$ cat src/rtl/sprite_motion_ctrl_pkg.sv
// Shared definitions for sprite motion controllers: default screen geometry
// and the motion FSM state encoding.
package sprite_motion_ctrl_pkg;

  localparam int unsigned SCREEN_W_PX = 640;  // visible width in pixels
  localparam int unsigned SCREEN_H_LN = 480;  // visible height in lines

  typedef enum logic [2:0] {
    MOVE_R,
    MOVE_L,
    DROP_R,
    DROP_L,
    LANDED
  } spr_state_e;

endpackage

$ cat src/rtl/sprite_motion_ctrl_frame_tick_gen.sv
// frame_tick_gen: detects entry of the VGA row counter into the first
// blanking line and divides the resulting frame ticks by FRAME_DIV.
//   i_clk, i_rst_n : clock, async active-low reset
//   yy             : current VGA row
//   i_enable       : divider counts ticks only while high
//   i_clear        : synchronous divider clear (respawn)
//   o_frame_tick   : one-cycle pulse, cycle after yy enters SCREEN_H
//   o_update       : combinational, high in the tick cycle that wraps the divider
module frame_tick_gen #(
  parameter int unsigned SCREEN_H  = 480,
  parameter int unsigned FRAME_DIV = 2
) (
  input  logic       i_clk,
  input  logic       i_rst_n,
  input  logic [9:0] yy,
  input  logic       i_enable,
  input  logic       i_clear,
  output logic       o_frame_tick,
  output logic       o_update
);

  localparam int unsigned      CW       = (FRAME_DIV > 1) ? $clog2(FRAME_DIV) : 1;
  localparam logic [CW-1:0]    CNT_LAST = CW'(FRAME_DIV - 1);
  localparam logic [9:0]       H_LINE   = 10'(SCREEN_H);

  logic [9:0]    yy_q, yy_d;
  logic          armed_q, armed_d;
  logic          tick_q, tick_d;
  logic [CW-1:0] cnt_q, cnt_d;

  always_comb begin
    yy_d     = yy;
    // yy_q is only trusted once a non-blanking-entry line has been seen
    // after reset; otherwise a reset with yy parked on SCREEN_H would
    // fake an edge against the zero reset value of yy_q.
    armed_d  = armed_q | (yy != H_LINE);
    tick_d   = armed_q && (yy == H_LINE) && (yy_q != H_LINE);
    cnt_d    = cnt_q;
    o_update = 1'b0;
    if (i_clear) begin
      cnt_d = '0;
    end else if (i_enable && tick_q) begin
      if (cnt_q == CNT_LAST) begin
        cnt_d    = '0;
        o_update = 1'b1;
      end else begin
        cnt_d = cnt_q + 1'b1;
      end
    end
  end

  always_ff @(posedge i_clk or negedge i_rst_n) begin
    if (!i_rst_n) begin
      yy_q    <= '0;
      armed_q <= 1'b0;
      tick_q  <= 1'b0;
      cnt_q   <= '0;
    end else begin
      yy_q    <= yy_d;
      armed_q <= armed_d;
      tick_q  <= tick_d;
      cnt_q   <= cnt_d;
    end
  end

  assign o_frame_tick = tick_q;

endmodule

$ cat src/rtl/sprite_motion_ctrl.sv
// sprite_motion_ctrl: per-frame motion sequencer for the bee sprite.
// Sweeps horizontally, drops STEP_Y at each screen edge, lands at Y_LIMIT.
// Position changes only in the cycle after a frame tick (vertical blanking).
//   i_clk, i_rst_n : clock, async active-low reset
//   xx, yy         : current VGA column / row (only yy drives timing)
//   i_enable       : motion and divider run while high
//   i_hit          : one-cycle respawn pulse, highest priority
//   o_spr_x/o_spr_y: sprite top-left position
//   o_dir_left     : high in MOVE_L and DROP_R
//   o_landed       : high in LANDED
//   o_frame_tick   : one pulse per frame
module sprite_motion_ctrl
  import sprite_motion_ctrl_pkg::*;
#(
  parameter int unsigned X_START   = 300,
  parameter int unsigned Y_START   = 100,
  parameter int unsigned SPR_W     = 34,
  parameter int unsigned SCREEN_W  = SCREEN_W_PX,
  parameter int unsigned SCREEN_H  = SCREEN_H_LN,
  parameter int unsigned STEP_X    = 2,
  parameter int unsigned STEP_Y    = 8,
  parameter int unsigned Y_LIMIT   = 400,
  parameter int unsigned FRAME_DIV = 2
) (
  input  logic       i_clk,
  input  logic       i_rst_n,
  input  logic [9:0] xx,
  input  logic [9:0] yy,
  input  logic       i_enable,
  input  logic       i_hit,
  output logic [9:0] o_spr_x,
  output logic [9:0] o_spr_y,
  output logic       o_dir_left,
  output logic       o_landed,
  output logic       o_frame_tick
);

  localparam logic [9:0]  X_RST    = 10'(X_START);
  localparam logic [9:0]  Y_RST    = 10'(Y_START);
  localparam logic [10:0] X_MAX_W  = 11'(SCREEN_W - SPR_W);
  localparam logic [9:0]  X_MAX    = 10'(SCREEN_W - SPR_W);
  localparam logic [10:0] STEP_X_W = 11'(STEP_X);
  localparam logic [9:0]  STEP_X_N = 10'(STEP_X);
  localparam logic [10:0] STEP_Y_W = 11'(STEP_Y);
  localparam logic [10:0] Y_LIM_W  = 11'(Y_LIMIT);
  localparam logic [9:0]  Y_LIM    = 10'(Y_LIMIT);

  logic [9:0]  x_q, x_d;
  logic [9:0]  y_q, y_d;
  spr_state_e  state_q, state_d;
  logic [10:0] x_inc, y_inc;
  logic [9:0]  x_dec;
  logic        update;
  logic        unused_xx;

  assign unused_xx = ^xx;

  frame_tick_gen #(
    .SCREEN_H  (SCREEN_H),
    .FRAME_DIV (FRAME_DIV)
  ) u_tick (
    .i_clk        (i_clk),
    .i_rst_n      (i_rst_n),
    .yy           (yy),
    .i_enable     (i_enable),
    .i_clear      (i_hit),
    .o_frame_tick (o_frame_tick),
    .o_update     (update)
  );

  always_comb begin
    x_d     = x_q;
    y_d     = y_q;
    state_d = state_q;
    x_inc   = {1'b0, x_q} + STEP_X_W;
    x_dec   = x_q - STEP_X_N;
    y_inc   = {1'b0, y_q} + STEP_Y_W;
    if (i_hit) begin
      x_d     = X_RST;
      y_d     = Y_RST;
      state_d = MOVE_R;
    end else if (update) begin
      case (state_q)
        MOVE_R: begin
          if (x_inc >= X_MAX_W) begin
            x_d     = X_MAX;
            state_d = DROP_L;
          end else begin
            x_d = x_inc[9:0];
          end
        end
        MOVE_L: begin
          if ({1'b0, x_q} <= STEP_X_W) begin
            x_d     = '0;
            state_d = DROP_R;
          end else begin
            x_d = x_dec;
          end
        end
        DROP_L, DROP_R: begin
          if (y_inc >= Y_LIM_W) begin
            y_d     = Y_LIM;
            state_d = LANDED;
          end else begin
            y_d     = y_inc[9:0];
            state_d = (state_q == DROP_L) ? MOVE_L : MOVE_R;
          end
        end
        default: ;
      endcase
    end
  end

  always_ff @(posedge i_clk or negedge i_rst_n) begin
    if (!i_rst_n) begin
      x_q     <= X_RST;
      y_q     <= Y_RST;
      state_q <= MOVE_R;
    end else begin
      x_q     <= x_d;
      y_q     <= y_d;
      state_q <= state_d;
    end
  end

  assign o_spr_x    = x_q;
  assign o_spr_y    = y_q;
  assign o_dir_left = (state_q == MOVE_L) || (state_q == DROP_R);
  assign o_landed   = (state_q == LANDED);

endmodule

$ cat config.mk
export PLATFORM = sky130hd
export DESIGN_NAME = sprite_motion_ctrl
export DESIGN_NICKNAME = d
export VERILOG_FILES = /design/src/rtl/sprite_motion_ctrl_pkg.sv /design/src/rtl/sprite_motion_ctrl_frame_tick_gen.sv /design/src/rtl/sprite_motion_ctrl.sv
export SDC_FILE = /design/constraint.sdc
export NUM_CORES = 1
export LEC_CHECK = 0
export BUFFER_PORTS_ARGS = -buffer_cell sky130_fd_sc_hd__buf_2
export CORE_UTILIZATION = 35
export CTS_CLUSTER_SIZE = 12
export DETAILED_ROUTE_END_ITERATION = 10
export MAX_ROUTING_LAYER = met4
export PLACE_DENSITY = 0.6
export SETUP_SLACK_MARGIN = 0.4
export SLEW_MARGIN = 20
export SYNTH_ARGS = -nofsm -noshare
export SYNTH_HDL_FRONTEND = slang
export SYNTH_SLANG_ARGS = --single-unit
$ cat constraint.sdc
create_clock -name i_clk -period 4.03 [get_ports i_clk]
set_input_delay 0.6045 -clock i_clk [delete_from_list [all_inputs] [get_ports i_clk]]
set_output_delay 0.6045 -clock i_clk [all_outputs]
set_load 0.005 [all_outputs]
==> flow_results.org, run 1 <==
** Clocking
- Buffer depth of the longest clock path :: 2
- TritonCTS Sinks :: 33
- Post-CTS Resized :: 0
- TritonCTS created 5 clock buffers.
- TritonCTS clock tree :: yes
- Htree depth :: 2
- For this design, the CTS-stage hold fixing added 0 buffers.
- Clock-pin slew was measured on the worst setup and hold paths at 70 ps.
- Number of buffers inserted by post-CTS setup repair :: 0
- At the later pin of the worst-skew pair, clock insertion delay measures 280 ps.
- Clock Tree Root :: sky130_fd_sc_hd__clkbuf_8

** Power
- For this design the ratio of total power to cell area is 280.4 nW/um^2.
- Net Sw Frac :: 0.2104
- Relative contribution of the clock network to total power :: 0.464
- For this design the static power due to leakage is 0.9852 nW.
- Internal :: 0.5277 mW
- The share of total power dissipated in combinational logic is 0.031.
- Highest ir drop seen on vdd :: 0.2677 mV
- Of the total power, registers draw 0.505.
- For this design the total switching power over the nets is 0.1406 mW.

** Global route
- The via count of the first global-routing pass came to 1,597.
- Summed over all layers, the global routing overflow is 0.
- The first global-routing pass estimated 7.534 mm of wire.
- Overall fraction of global-route tracks in use :: 0.1575
- Maximum number of pins on one net before global-route repair :: 34
- Antenna violations before repair :: 0

** Placement
- In this run the tool buffered the top-level ports with 33 buffer cells.
- Routability-driven placement finished with a final weighted congestion of 0.8398.
- At the placement stage, the worst setup path has a slack of 1559 ps.
- HPWL reported at the end of detailed placement :: 3.238 mm

** Run status
- Outcome :: completed

** Routing
- After the first detailed-routing iteration, the DRC count stood at 115.
- Dividing the detail-routed wire length by the instance count gives 13.62 um.
- In the routed design, unresolved DRC markers number 0.
- Antenna-violating nets left :: 0
- The first TritonRoute pass finished after 4 iterations.
- Wires add up to 4.481 mm.
- Vias per Instance :: 5.274
- The detailed router placed 1,735 vias in this run.

** Timing
- Of the available clock period, the critical path in the final layout requires 0.6125.
- Hold Fails Final Rpt :: 0
- For the final routed database, the setup TNS stands at 0 ps.
- Based on the critical path, the design can be clocked at up to 0.4051 GHz.
- The worst path meets setup with 1562 ps of slack.
- At the pin with the least slew margin, the transition time is 726.0 ps.
- Headroom to the max-slew limit came out at 0.5160.
- Final Critical Period :: 2468 ps
- On the final layout, the worst clock skew is 3.356 ps.
- Setup violations remaining at the end of the flow were counted as 0.
- Unrepaired setup endpoints after global routing :: no
- The number of max-slew violations in the final report came to 0.

** Die
- The die is 79.78 um wide.
- I/O Pins :: 47
- Vertical extent of the die :: 79.78 um
- After floorplanning, the core was divided into 27 placement rows.
- The floorplan step defined a die boundary enclosing 6364 sq um.
- Core Area :: 5675 sq um
- Starting density of the core :: 0.3730

** Logic synthesis
- Number of different library cells in the post-synthesis netlist :: 59
- Compound-gate portion of the synthesized area :: 0.1939
- Synthesis inferred 33 register bits.
- Number of flops mapped to enable cells by yosys :: 0
- Of all flip-flops after synthesis, the portion carrying an async set or reset was 1.000.
- Total number of yosys warnings :: 0
- Main combinational cell family by area after synthesis :: simple AND/OR/NAND/NOR gates
- Synthesis produced 228 cells.
- Of the total synthesized cell area, the portion taken by XOR and XNOR cells is 0.06265.
- Most common flop cell mapped by yosys :: sky130_fd_sc_hd__dfrtp_1
- Post-synthesis share of cell area spent on full adders, half adders and majority gates :: 0.02955
- Seq/Total Area, Yosys :: 0.3942
- Average cell area after synthesis :: 9.285 sq um
- Of the total synthesized cell area, the portion taken by AND, OR, NAND and NOR gates is 0.2459.
- Post-Syn Area :: 2117 sq um
- Of the post-synthesis cell area, the part taken by muxes is 0.005319.

** Cells and area
- 0 antenna diodes ended up in the layout.
- Fraction of final layout cells with drive strength greater than 1 :: 0.2490
- Final layout net count :: 285
- Relative to the synthesized area, the layout overhead comes to 12.59%.

** Setup path
- Along the worst path, the maximum fanout reaches 9.
- The worst register-to-register path begins at o_spr_x[2].
- STA classifies the critical path endpoint as a flop.
- At the worst endpoint, the required time is 4200 ps.
- The critical path is of the reg -> reg type.
- Across all register-to-register paths, the minimum setup slack is 1560 ps.
- Depth of the worst register-to-register path :: 8
- R2R Path End :: o_spr_x[4]
- The worst setup path is launched from a flop.
- Data on the critical path arrives at its endpoint at 2640 ps.

** Run
- Max-cap violations in this run came to 0.

** Min path
- The path class of the tightest hold or removal check is in -> async.
==> synthesized netlist by cell type, types with 5 or more instances <==
library cell,instances,area share
sky130_fd_sc_hd__inv_1,8,0.014
sky130_fd_sc_hd__nor3_1,6,0.014
sky130_fd_sc_hd__nand2_1,18,0.032
sky130_fd_sc_hd__ha_1,5,0.030
sky130_fd_sc_hd__o21ai_0,13,0.031
sky130_fd_sc_hd__and3_1,6,0.018
sky130_fd_sc_hd__a21oi_1,16,0.038
sky130_fd_sc_hd__nand3_1,9,0.021
sky130_fd_sc_hd__dfrtp_1,26,0.31
sky130_fd_sc_hd__xnor2_1,8,0.033
sky130_fd_sc_hd__nor4_1,5,0.015
sky130_fd_sc_hd__nor2_1,30,0.053
sky130_fd_sc_hd__dfstp_2,7,0.087
==> power groups by stage <==
stage	registers [mW]	clock network (mW)	logic (mW)
2_1_floorplan	0.343	0	0.00751
3_3_place_gp	0.344	0	0.0214
3_5_place_dp	0.344	0	0.0212
4_1_cts	0.338	0.321	0.0214
5_1_grt	0.338	0.337	0.0238
6_report	0.338	0.310	0.0207
==> cell families after synthesis <==
logic type | after synthesis
adder cells (fa/ha/maj) | 5
other | 1
XOR/XNOR | 13
buffers and inverters | 22
AND/OR/NAND/NOR | 97
flip-flops | 33
AO/OA/AOI/OAI | 56
multiplexers | 1
==> worst max-delay path by stage <==
| stage | endpoint | cells past startpoint | slack (ps) | start |
|---|---|---|---|---|
| global route | o_spr_x[4] | 8 | 1410 | o_spr_x[1] |
| finish | o_spr_x[4] | 8 | 1560 | o_spr_x[2] |
| detailed placement | o_spr_x[4] | 8 | 1560 | o_spr_x[2] |
| global placement | o_spr_x[4] | 8 | 1590 | o_spr_x[2] |
| floorplan | o_spr_x[4] | 8 | 1830 | o_spr_x[2] |
| CTS | o_spr_x[4] | 8 | 1550 | o_spr_x[2] |
==> metal layers <==
layer	wire (um)	part of all wire	vias up	global-route usage
met4	19	0.0042	0	0.04107
met3	219	0.049	2	0.03886
met2	2104	0.47	48	0.2419
met5	0	0	-	-
met1	2138	0.48	816	0.2080
li1	-	-	869	-
==> layout make-up <==
cell class | count | area (sq um)
Clock inverter | 3 | 46.29
Inverter | 8 | 30.03
Fill cell | 561 | 3292
Multi-Input combinational cell | 175 | 1149
Timing Repair Buffer | 33 | 165.2
Sequential cell | 33 | 834.6
Tap cell | 72 | 90.09
Clock buffer | 5 | 68.82
==> cells in the final DEF (no fill, tap or decap), types with 5 or more instances in the layout <==
| cell type | instances |
|---|---|
| sky130_fd_sc_hd__buf_2 | 33 |
| sky130_fd_sc_hd__nor2_1 | 30 |
| sky130_fd_sc_hd__dfrtp_1 | 26 |
| sky130_fd_sc_hd__nand2_1 | 18 |
| sky130_fd_sc_hd__a21oi_1 | 16 |
| sky130_fd_sc_hd__o21ai_0 | 13 |
| sky130_fd_sc_hd__nand3_1 | 9 |
| sky130_fd_sc_hd__inv_1 | 8 |
| sky130_fd_sc_hd__xnor2_1 | 8 |
| sky130_fd_sc_hd__dfstp_2 | 7 |
| sky130_fd_sc_hd__and3_1 | 6 |
| sky130_fd_sc_hd__nor3_1 | 6 |
| sky130_fd_sc_hd__nor4_1 | 5 |
| sky130_fd_sc_hd__ha_1 | 5 |
| sky130_fd_sc_hd__clkbuf_8 | 5 |
==> flip-flops by register name, summed over array words and instances (netlist names) <==
register	cells
o_spr_y	8
u_tick.cnt_q	1
u_tick.yy_q	10
state_q	3
u_tick.o_frame_tick	1
o_spr_x	9
u_tick.armed_q	1
==> critical path, cell delays in order (launching register included) <==
cell and delay [ps]:
sky130_fd_sc_hd__dfstp_2 620, sky130_fd_sc_hd__ha_1 310, sky130_fd_sc_hd__nand3_4 150, sky130_fd_sc_hd__nor4_1 300
sky130_fd_sc_hd__a221o_2 180, sky130_fd_sc_hd__o21ai_4 80, sky130_fd_sc_hd__a211oi_4 330, sky130_fd_sc_hd__o21ai_1 120
sky130_fd_sc_hd__a32o_1 270
==> stage by stage <==
stage                       util  cells  instance area, sq um  total power [mW]  hold WS [ps]
after floorplan                -    230                  2125            0.3510         308.9
after global placement    0.3997    321                  2268            0.3650         441.6
after detailed placement  0.3997    321                  2268            0.3650         447.6
after CTS                 0.4200    329                  2384            0.6798         400.4
after global routing      0.4200    329                  2384            0.6990         413.9
final                     0.4200    329                  2384            0.6684         375.3
No activity file was read; power rests on OpenSTA's default activity.
==> run 2: changes to the inputs <==
==> constraint.sdc (replaced) <==
create_clock -name i_clk -period 2.4 [get_ports i_clk]
set_input_delay 0.36 -clock i_clk [delete_from_list [all_inputs] [get_ports i_clk]]
set_output_delay 0.36 -clock i_clk [all_outputs]
set_load 0.005 [all_outputs]
==> run 2 against run 1 <==
- design area grew 9.4%
- combinational power grew 73%
- sequential power grew 68%
- clock-buffer cell count is the same
- wire length grew 7.8%
- critical path type unchanged
- critical endpoint unchanged
- largest power group is now the clock network
- highest routed layer unchanged
==> flow_results.org, run 2 (synthesis gave the netlist of run 1 again) <==
** Run status
- Outcome :: completed

** Cells and area
- u_tick.yy_q holds more flip-flops than any other register.
- Top library cells by usage in the layout, fill and taps aside :: sky130_fd_sc_hd__buf_2 (33), sky130_fd_sc_hd__nor2_1 (27), sky130_fd_sc_hd__dfrtp_1 (25), sky130_fd_sc_hd__nand2_1 (18), sky130_fd_sc_hd__buf_4 (14)
- Area growth from synthesis to final layout :: 23.17%
- Post-route standard cell area excluding fillers :: 2608 sq um
- In the final layout, flip-flops and latches occupy 839.6 sq um.
- Measured on the finished design, the core utilization comes to 0.4594.
- The number of antenna diodes in the final layout is 0.
- Fraction of final layout cells with drive strength greater than 1 :: 0.3566
- Commonest non-fill, non-tap cell in the layout :: sky130_fd_sc_hd__buf_2
- The register with the most flip-flops in the layout has 10 of them.
- After filler insertion, the fill cell instance count of the layout stands at 569.
- In the final layout, the multi-input gates occupy 1232 sq um.
- Final layout net count :: 300

** Run
- Across the run, the number of max-cap violations was 0.

** Power
- The share of total power dissipated in the clock network is 0.506.
- Switching component of the power :: 0.2302 mW
- For this design the ratio of total power to cell area is 467.6 nW/um^2.
- Across the VDD grid, the largest voltage drop is 0.3254 mV.
- Of the total power, combinational logic draws 0.029.
- Internal :: 0.9891 mW
- Of the total power, the share spent switching nets is 0.1888.
- Of the total power, registers draw 0.465.
- Leakage component of the power :: 1.068 nW

** Timing
- Unrepaired setup endpoints after global routing :: yes
- Post-route setup TNS :: 0 ps
- Setup-failing EPs final :: 0
- Derived from the worst setup path, the maximum achievable clock frequency is 0.4659 GHz.
- Setup clock skew after layout :: 7.656 ps
- Max-slew headroom :: 0.5176
- For the pin with the worst max-slew slack, the measured transition is 723.7 ps.
- The number of max-slew violations in the final report is 0.
- The clock period could shrink to 2147 ps.
- Hold Fails Final Rpt :: 0
- Of the available clock period, the critical path in the final layout requires 0.8944.
- Worst Hold Slack :: 128.7 ps

** Global route
- Via count of the first global-routing pass :: 1,577
- Antenna violations before repair :: 0
- Maximum number of pins on one net before global-route repair :: 34
- Residual overflow from global routing :: 0
- Overall fraction of global-route tracks in use :: 0.1619
- The first global-routing pass estimated 7.700 mm of wire.

** Clocking
- Clock transition at the register clock pins on the worst setup and hold paths after CTS :: 70 ps
- The root buffer cell chosen for the clock tree is sky130_fd_sc_hd__clkbuf_8.
- TritonCTS built the clock tree.
- Htree depth :: 2
- TritonCTS Sinks :: 33
- The later pin in the worst-skew pair is clocked with a latency of 280 ps.
- TritonCTS created 5 clock buffers.
- No sink is reached through more buffers than the 2 on the longest clock path.

** Placement
- Placement-stage cell area :: 2320 sq um
- The congestion estimate from routability-driven global placement came to 0.8137.
- HPWL reported at the end of detailed placement :: 3.310 mm
- Number of I/O port buffers :: 33

** Routing
- Drc violations :: 0
- The routed layout has 1,852 vias.
- After detailed routing, the average wire length per cell comes to 14.05 um.
- Total routed wirelength :: 4.832 mm
- Antenna-violating nets left :: 0
- In the routed layout, each cell is associated on average with a via count of 5.384.
- Drt initial violations :: 148
- DRT Pass-1 Iters :: 4

** Setup path
- Category of the most critical setup path :: reg -> reg
- STA classifies the critical path startpoint as a flop.
- The startpoint identified for the worst register-to-register timing path is o_spr_x[2].
- In this run the worst setup path begins at o_spr_x[2].
- Critical path data arrival time :: 2320 ps
- At the worst endpoint, the required time is 2570 ps.
- Setup crit end kind :: flop
- Cell with the biggest individual delay on the critical path :: sky130_fd_sc_hd__dfstp_2
- Largest stage delay on the critical path :: 600 ps
- Critical-path maximum fanout :: 5
- The signal on the critical path passes through buf_4, and2_4, and4_4, xnor2_4, o21ai_4, a211oi_4, o21ai_1, a32o_1.

** Die
- Total die area :: 6364 sq um
- The die is 79.78 um tall.
- Row generation in the floorplan step produced 27 rows.
- Starting density of the core :: 0.3730
- In this run the horizontal extent of the chip is 79.78 um.
- 47 I/O pins were placed.
- Core Area :: 5675 sq um

** Min path
- The min-delay analysis places its worst path in the category in -> async.
run 2: cell types whose count changed in the layout (fill, tap and decap cells not counted), moves of 4 or more:
cell,before,now
sky130_fd_sc_hd__buf_4,0,14
sky130_fd_sc_hd__a21oi_2,0,4
sky130_fd_sc_hd__o21ai_0,13,8
sky130_fd_sc_hd__a21oi_1,16,12
run 2: repair_timing:
item	CTS	global route
gates cloned	0	0
gates resized for setup	7	16
buffers inserted	5	5
setup endpoints to repair	10	16
pin swaps	10	5
hold buffers	0	0
run 2: layout make-up:
type | instances | share of cell area
Sequential cell | 33 | 0.3220
Multi-Input combinational cell | 175 | 0.4726
Timing Repair Buffer | 48 | 0.1080
Inverter | 8 | 0.01152
Clock buffer | 5 | 0.02639
Clock inverter | 3 | 0.02495
Tap cell | 72 | 0.03455
run 2: stage by stage:
step           cells  setup WS, ps  power (mW)
2_1_floorplan    230         318.4      0.5893
3_3_place_gp     326         144.5      0.6136
3_5_place_dp     326         120.3      0.6142
4_1_cts          339         259.2       1.242
5_1_grt          344         160.1       1.268
6_report         344         253.4       1.219
run 2: path summary, 6_finish.rpt:
check | end | slack (ps) | cells after the start
max | o_spr_x[4] | 250 | 8
min | o_spr_y[8] | 130 | 1
max reg2reg | o_spr_x[4] | 250 | 8
min reg2reg | u_tick.armed_q | 470 | 1
max in group asynchronous | o_spr_x[1] | 1770 | 1
min in group i_clk | u_tick.yy_q[4] | 190 | 1
run 2: power groups by stage:
stage,clock (mW),combinational [mW],sequential (mW)
floorplan,0,0.0126,0.577
global placement,0,0.0366,0.577
detailed placement,0,0.0369,0.577
CTS,0.639,0.0370,0.567
global route,0.658,0.0419,0.567
finish,0.616,0.0358,0.567
run 2: worst max-delay path, delay by kind of cell (launching register included):
family          cells  cell delay [ps]
buf+inv             1              130
flops               1              600
simple gates        2              410
xor+xnor            1              130
compound gates      4              760
run 2: layer usage:
metal / routed length [um] / global-route usage / part of all wire
met4: 56 / 0.05714 / 0.012
met2: 2244 / 0.2239 / 0.46
met5: 0 / - / 0
met3: 231 / 0.03657 / 0.048
met1: 2299 / 0.2305 / 0.48
==> run 3: changes to the inputs <==
--- a/config.mk
+++ b/config.mk
@@ -10,9 +10,10 @@
 export CTS_CLUSTER_SIZE = 12
 export DETAILED_ROUTE_END_ITERATION = 10
 export MAX_ROUTING_LAYER = met4
-export PLACE_DENSITY = 0.6
+export PLACE_DENSITY = 0.59
 export SETUP_SLACK_MARGIN = 0.4
 export SLEW_MARGIN = 20
 export SYNTH_ARGS = -nofsm -noshare
 export SYNTH_HDL_FRONTEND = slang
+export SYNTH_HIERARCHICAL = 1
 export SYNTH_SLANG_ARGS = --single-unit
==> run 3 against run 2 <==
- first-iteration DRC count shrank 27%
- design area grew 4.8%
- largest cell class unchanged
- final cell count grew 9.3%
- clock power shrank 15%
- critical path type unchanged
- clock-buffer cell count is the same
- power shrank 7.8%
==> flow_results.org, run 3 <==
** Cells and area
- Summing all non-filler instances in the final layout gives an area of 2731 sq um.
- Top library cells by usage in the layout, fill and taps aside :: sky130_fd_sc_hd__buf_2 (33), sky130_fd_sc_hd__buf_4 (26), sky130_fd_sc_hd__dfrtp_1 (24), sky130_fd_sc_hd__nor2_1 (22), sky130_fd_sc_hd__a21oi_1 (19)
- Final Non-Filler Cells :: 376
- Inserted Diodes :: 0
- Flip-flop count of the largest register after layout :: 10
- Fraction of final layout cells with drive strength greater than 1 :: 0.3488
- Ranked by flip-flop count, first place goes to u_tick/yy_q.
- Leaving out fill and tap cells, the most frequent cell in the layout is sky130_fd_sc_hd__buf_2.
- Area growth from synthesis to final layout :: 26.18%
- After the last flow step, the layout net total stands at 329.

** Power
- The internal power of the cells totals 0.8876 mW.
- Switching component of the power :: 0.2366 mW
- The worst-case IR drop observed on VDD is 0.3414 mV.
- Fraction of power consumed by sequential logic :: 0.505
- Relative contribution of the clock network to total power :: 0.463
- Net Sw Frac :: 0.2104
- Leakage component of the power :: 1.094 nW
- Of the total power, combinational logic draws 0.032.
- For this design the ratio of total power to cell area is 411.6 nW/um^2.

** Setup path
- For the worst setup path, the data required time is 2600 ps.
- Depth of the worst register-to-register path :: 7
- For the worst setup path, the data arrival time is 2210 ps.
- Worst setup startpoint :: o_spr_x[2]
- STA classifies the critical path endpoint as a flop.
- Critical-path maximum fanout :: 5
- STA classifies the critical path startpoint as a flop.
- R2R Path End :: o_spr_x[1]
- Critical path destination :: o_spr_x[1]
- The critical path is of the reg -> reg type.
- Setup slack on the worst reg-to-reg path comes out at 380 ps.
- The worst register-to-register path begins at o_spr_x[2].

** Timing
- For this run, the top clock speed supported by timing is 0.4961 GHz.
- Setup clock skew after layout :: 5.564 ps
- Max-slew headroom :: 0.5211
- Setup-failing EPs final :: 0
- Hold is met by 130.6 ps.
- Hold Fails Final Rpt :: 0
- Setup repair after global routing could not meet its margin everywhere.
- Worst slew pin tran :: 718.3 ps
- Number of pins exceeding their max-slew limit in the final report :: 0
- Final Critical Period :: 2016 ps
- Summed over all failing endpoints, the final setup total negative slack is 0 ps.
- Post-layout worst setup margin :: 384.4 ps
- Dividing the final minimum period by the clock period gives 0.8398.

** Global route
- Via count of the first global-routing pass :: 1,808
- The first global-routing pass estimated 8.783 mm of wire.
- In the global route stage, overall resource usage came out at 0.1807.
- Residual overflow from global routing :: 0
- Maximum number of pins on one net before global-route repair :: 34
- Antenna violations before repair :: 0

** Logic synthesis
- Leading cell types by count after synthesis :: sky130_fd_sc_hd__dfrtp_1 (26), sky130_fd_sc_hd__nor2_1 (23), sky130_fd_sc_hd__a21oi_1 (19)
- Ranked by total cell area, the synthesized netlist is headed by sky130_fd_sc_hd__dfrtp_1 (30%), sky130_fd_sc_hd__dfstp_2 (8.5%), sky130_fd_sc_hd__a21oi_1 (4.4%).
- Counting flops with a built-in enable in the synthesized netlist gives 0.
- In the synthesized netlist the async set-or-reset flop fraction comes to 1.000.
- Most common flop cell mapped by yosys :: sky130_fd_sc_hd__dfrtp_1
- Dominant cell type by area after synthesis :: sky130_fd_sc_hd__dfrtp_1
- Counting flops and latches in the post-synthesis netlist gives 33.
- The share of the Yosys chip area taken by registers is 0.3855.
- After synthesis the cells add up to 2165 sq um.
- The netlist uses 61 different library cells.
- The share of synthesized area in the top cell type comes to 0.3006.
- In this run the mean area of a mapped cell was 8.693 sq um.
- Yosys printed 6 warnings.
- Post-synthesis cell count :: 249
- Most frequent cell after synthesis :: sky130_fd_sc_hd__dfrtp_1

** Min path
- Worst min-delay path category :: in -> async

** Placement
- Placement-stage cell area :: 2465 sq um
- Port buffering added 33 buffers.
- HPWL reported at the end of detailed placement :: 3.657 mm
- Prior to clock tree synthesis, the placed netlist has a worst setup slack of 233.9 ps.
- After detailed placement, the design holds a cell count of 354.
- Routability-driven placement finished with a final weighted congestion of 0.8503.

** Clocking
- Clock-pin slew was measured on the worst setup and hold paths at 70 ps.
- TritonCTS clock tree :: yes
- The clock net in this run drives a total of 33 sinks.
- Counting along the longest clock path gives a buffer depth of 2.
- Clock tree synthesis selected as its root buffer the cell sky130_fd_sc_hd__clkbuf_8.
- The number of clock buffers added by TritonCTS is 5.
- The later pin in the worst-skew pair is clocked with a latency of 280 ps.
- The H-tree was split into 2 levels.

** Routing
- Total routed wirelength :: 5.387 mm
- For this run, design rule violations remaining after detail routing come to 0.
- DRT Pass-1 Iters :: 4
- The first routing iteration left 108 violations.
- Routed vias :: 2,057
- After detailed routing, the number of vias per cell comes to 5.471.
- Once detail routing completed, the nets flagged for antenna violations numbered 0.
- Dividing the detail-routed wire length by the instance count gives 14.33 um.

** Die
- For this configuration, the core starts out at a cell density of 0.3634.
- From left edge to right edge, the die measures 80.64 um.
- Total die area :: 6503 sq um
- I/O Pins :: 47
- Core Area :: 5956 sq um
- In this run the core area contains 28 standard-cell rows.
- In this run the vertical extent of the chip is 80.64 um.

** Run
- Across the run, the number of max-cap violations was 0.

** Run status
- Outcome :: completed
-- run 3: cell count changes after synthesis, sizes merged, moves of 3 or more --
cell    change
nor3        +3
inv         -3
o211ai      +3
xor2        -3
a31oi       +3
clkbuf      +9
nor2        -6
nand3b      +3
nand3       -3
a21o        +3
and2        +3
a21oi       +3
buf         -5
-- run 3: cell type report --
| class | count | area (sq um) |
|---|---|---|
| Clock buffer | 5 | 68.82 |
| Clock inverter | 3 | 46.29 |
| Timing Repair Buffer | 60 | 365.4 |
| Inverter | 5 | 18.77 |
| Tap cell | 75 | 93.84 |
| Fill cell | 584 | 3224 |
| Sequential cell | 33 | 837.1 |
| Multi-Input combinational cell | 195 | 1301 |
-- run 3: metal layers --
metal  routed length [um]  up-vias  global-route usage
li1                     -     1021                   -
met1                 2602      968              0.2592
met4                   42        0             0.04821
met5                    0        -                   -
met3                  291        5             0.03295
met2                 2450       63              0.2593
-- run 3: logic make-up (layout without fill, tap and decap cells) --
family,after synthesis,count (layout),share of synthesized area
simple gates,103,103,0.2676
compound gates,74,74,0.2266
flops,33,33,0.3855
buf+inv,23,73,0.04740
xor+xnor,8,8,0.03237
fa+ha+maj,5,5,0.02890
mux,2,2,0.009826
other cells,1,3,0.001732
-- run 3: how the worst min path moves through the flow --
stage	from	cells after the start	endpoint	slack, ps
global route	i_rst_n	1	u_tick/cnt_q	170
finish	i_rst_n	1	state_q[1]	130
floorplan	i_rst_n	0	o_spr_x[1]	60
CTS	i_rst_n	1	u_tick/cnt_q	140
detailed placement	i_rst_n	1	o_spr_y[3]	450
global placement	u_tick/armed_q	1	u_tick/armed_q	450
-- run 3: metrics by stage --
| stage | power [mW] | util |
|---|---|---|
| 4_1_cts | 1.142 | 0.4466 |
| 3_5_place_dp | 0.6146 | 0.4139 |
| 6_report | 1.124 | 0.4586 |
| 3_3_place_gp | 0.6138 | 0.4139 |
| 5_1_grt | 1.170 | 0.4586 |
| 2_1_floorplan | 0.5904 | - |
-- run 3: worst max-delay path, stage by stage, from the launching register on --
cell and delay, ps:
sky130_fd_sc_hd__dfstp_2 590, sky130_fd_sc_hd__ha_4 170, sky130_fd_sc_hd__and4_4 260, sky130_fd_sc_hd__and4_1 220, sky130_fd_sc_hd__nand2_1 60, sky130_fd_sc_hd__a21o_1 180, sky130_fd_sc_hd__a31o_2 300, sky130_fd_sc_hd__o21ai_1 140
-- run 3: power by group through the flow --
stage	Combinational, mW	Sequential, mW	Clock [mW]
6_report	0.0364	0.567	0.521
5_1_grt	0.0418	0.567	0.560
4_1_cts	0.0371	0.567	0.538
3_5_place_dp	0.0371	0.578	0
3_3_place_gp	0.0367	0.577	0
2_1_floorplan	0.0135	0.577	0
-- run 3: repair_timing --
item | 4_1_cts | 5_1_grt
gates resized for setup | 6 | 15
endpoints found under the setup margin | 8 | 14
setup buffers | 10 | 4
pin swaps | 6 | 6
hold endpoints to repair | 0 | 0
hold buffers | 0 | 0
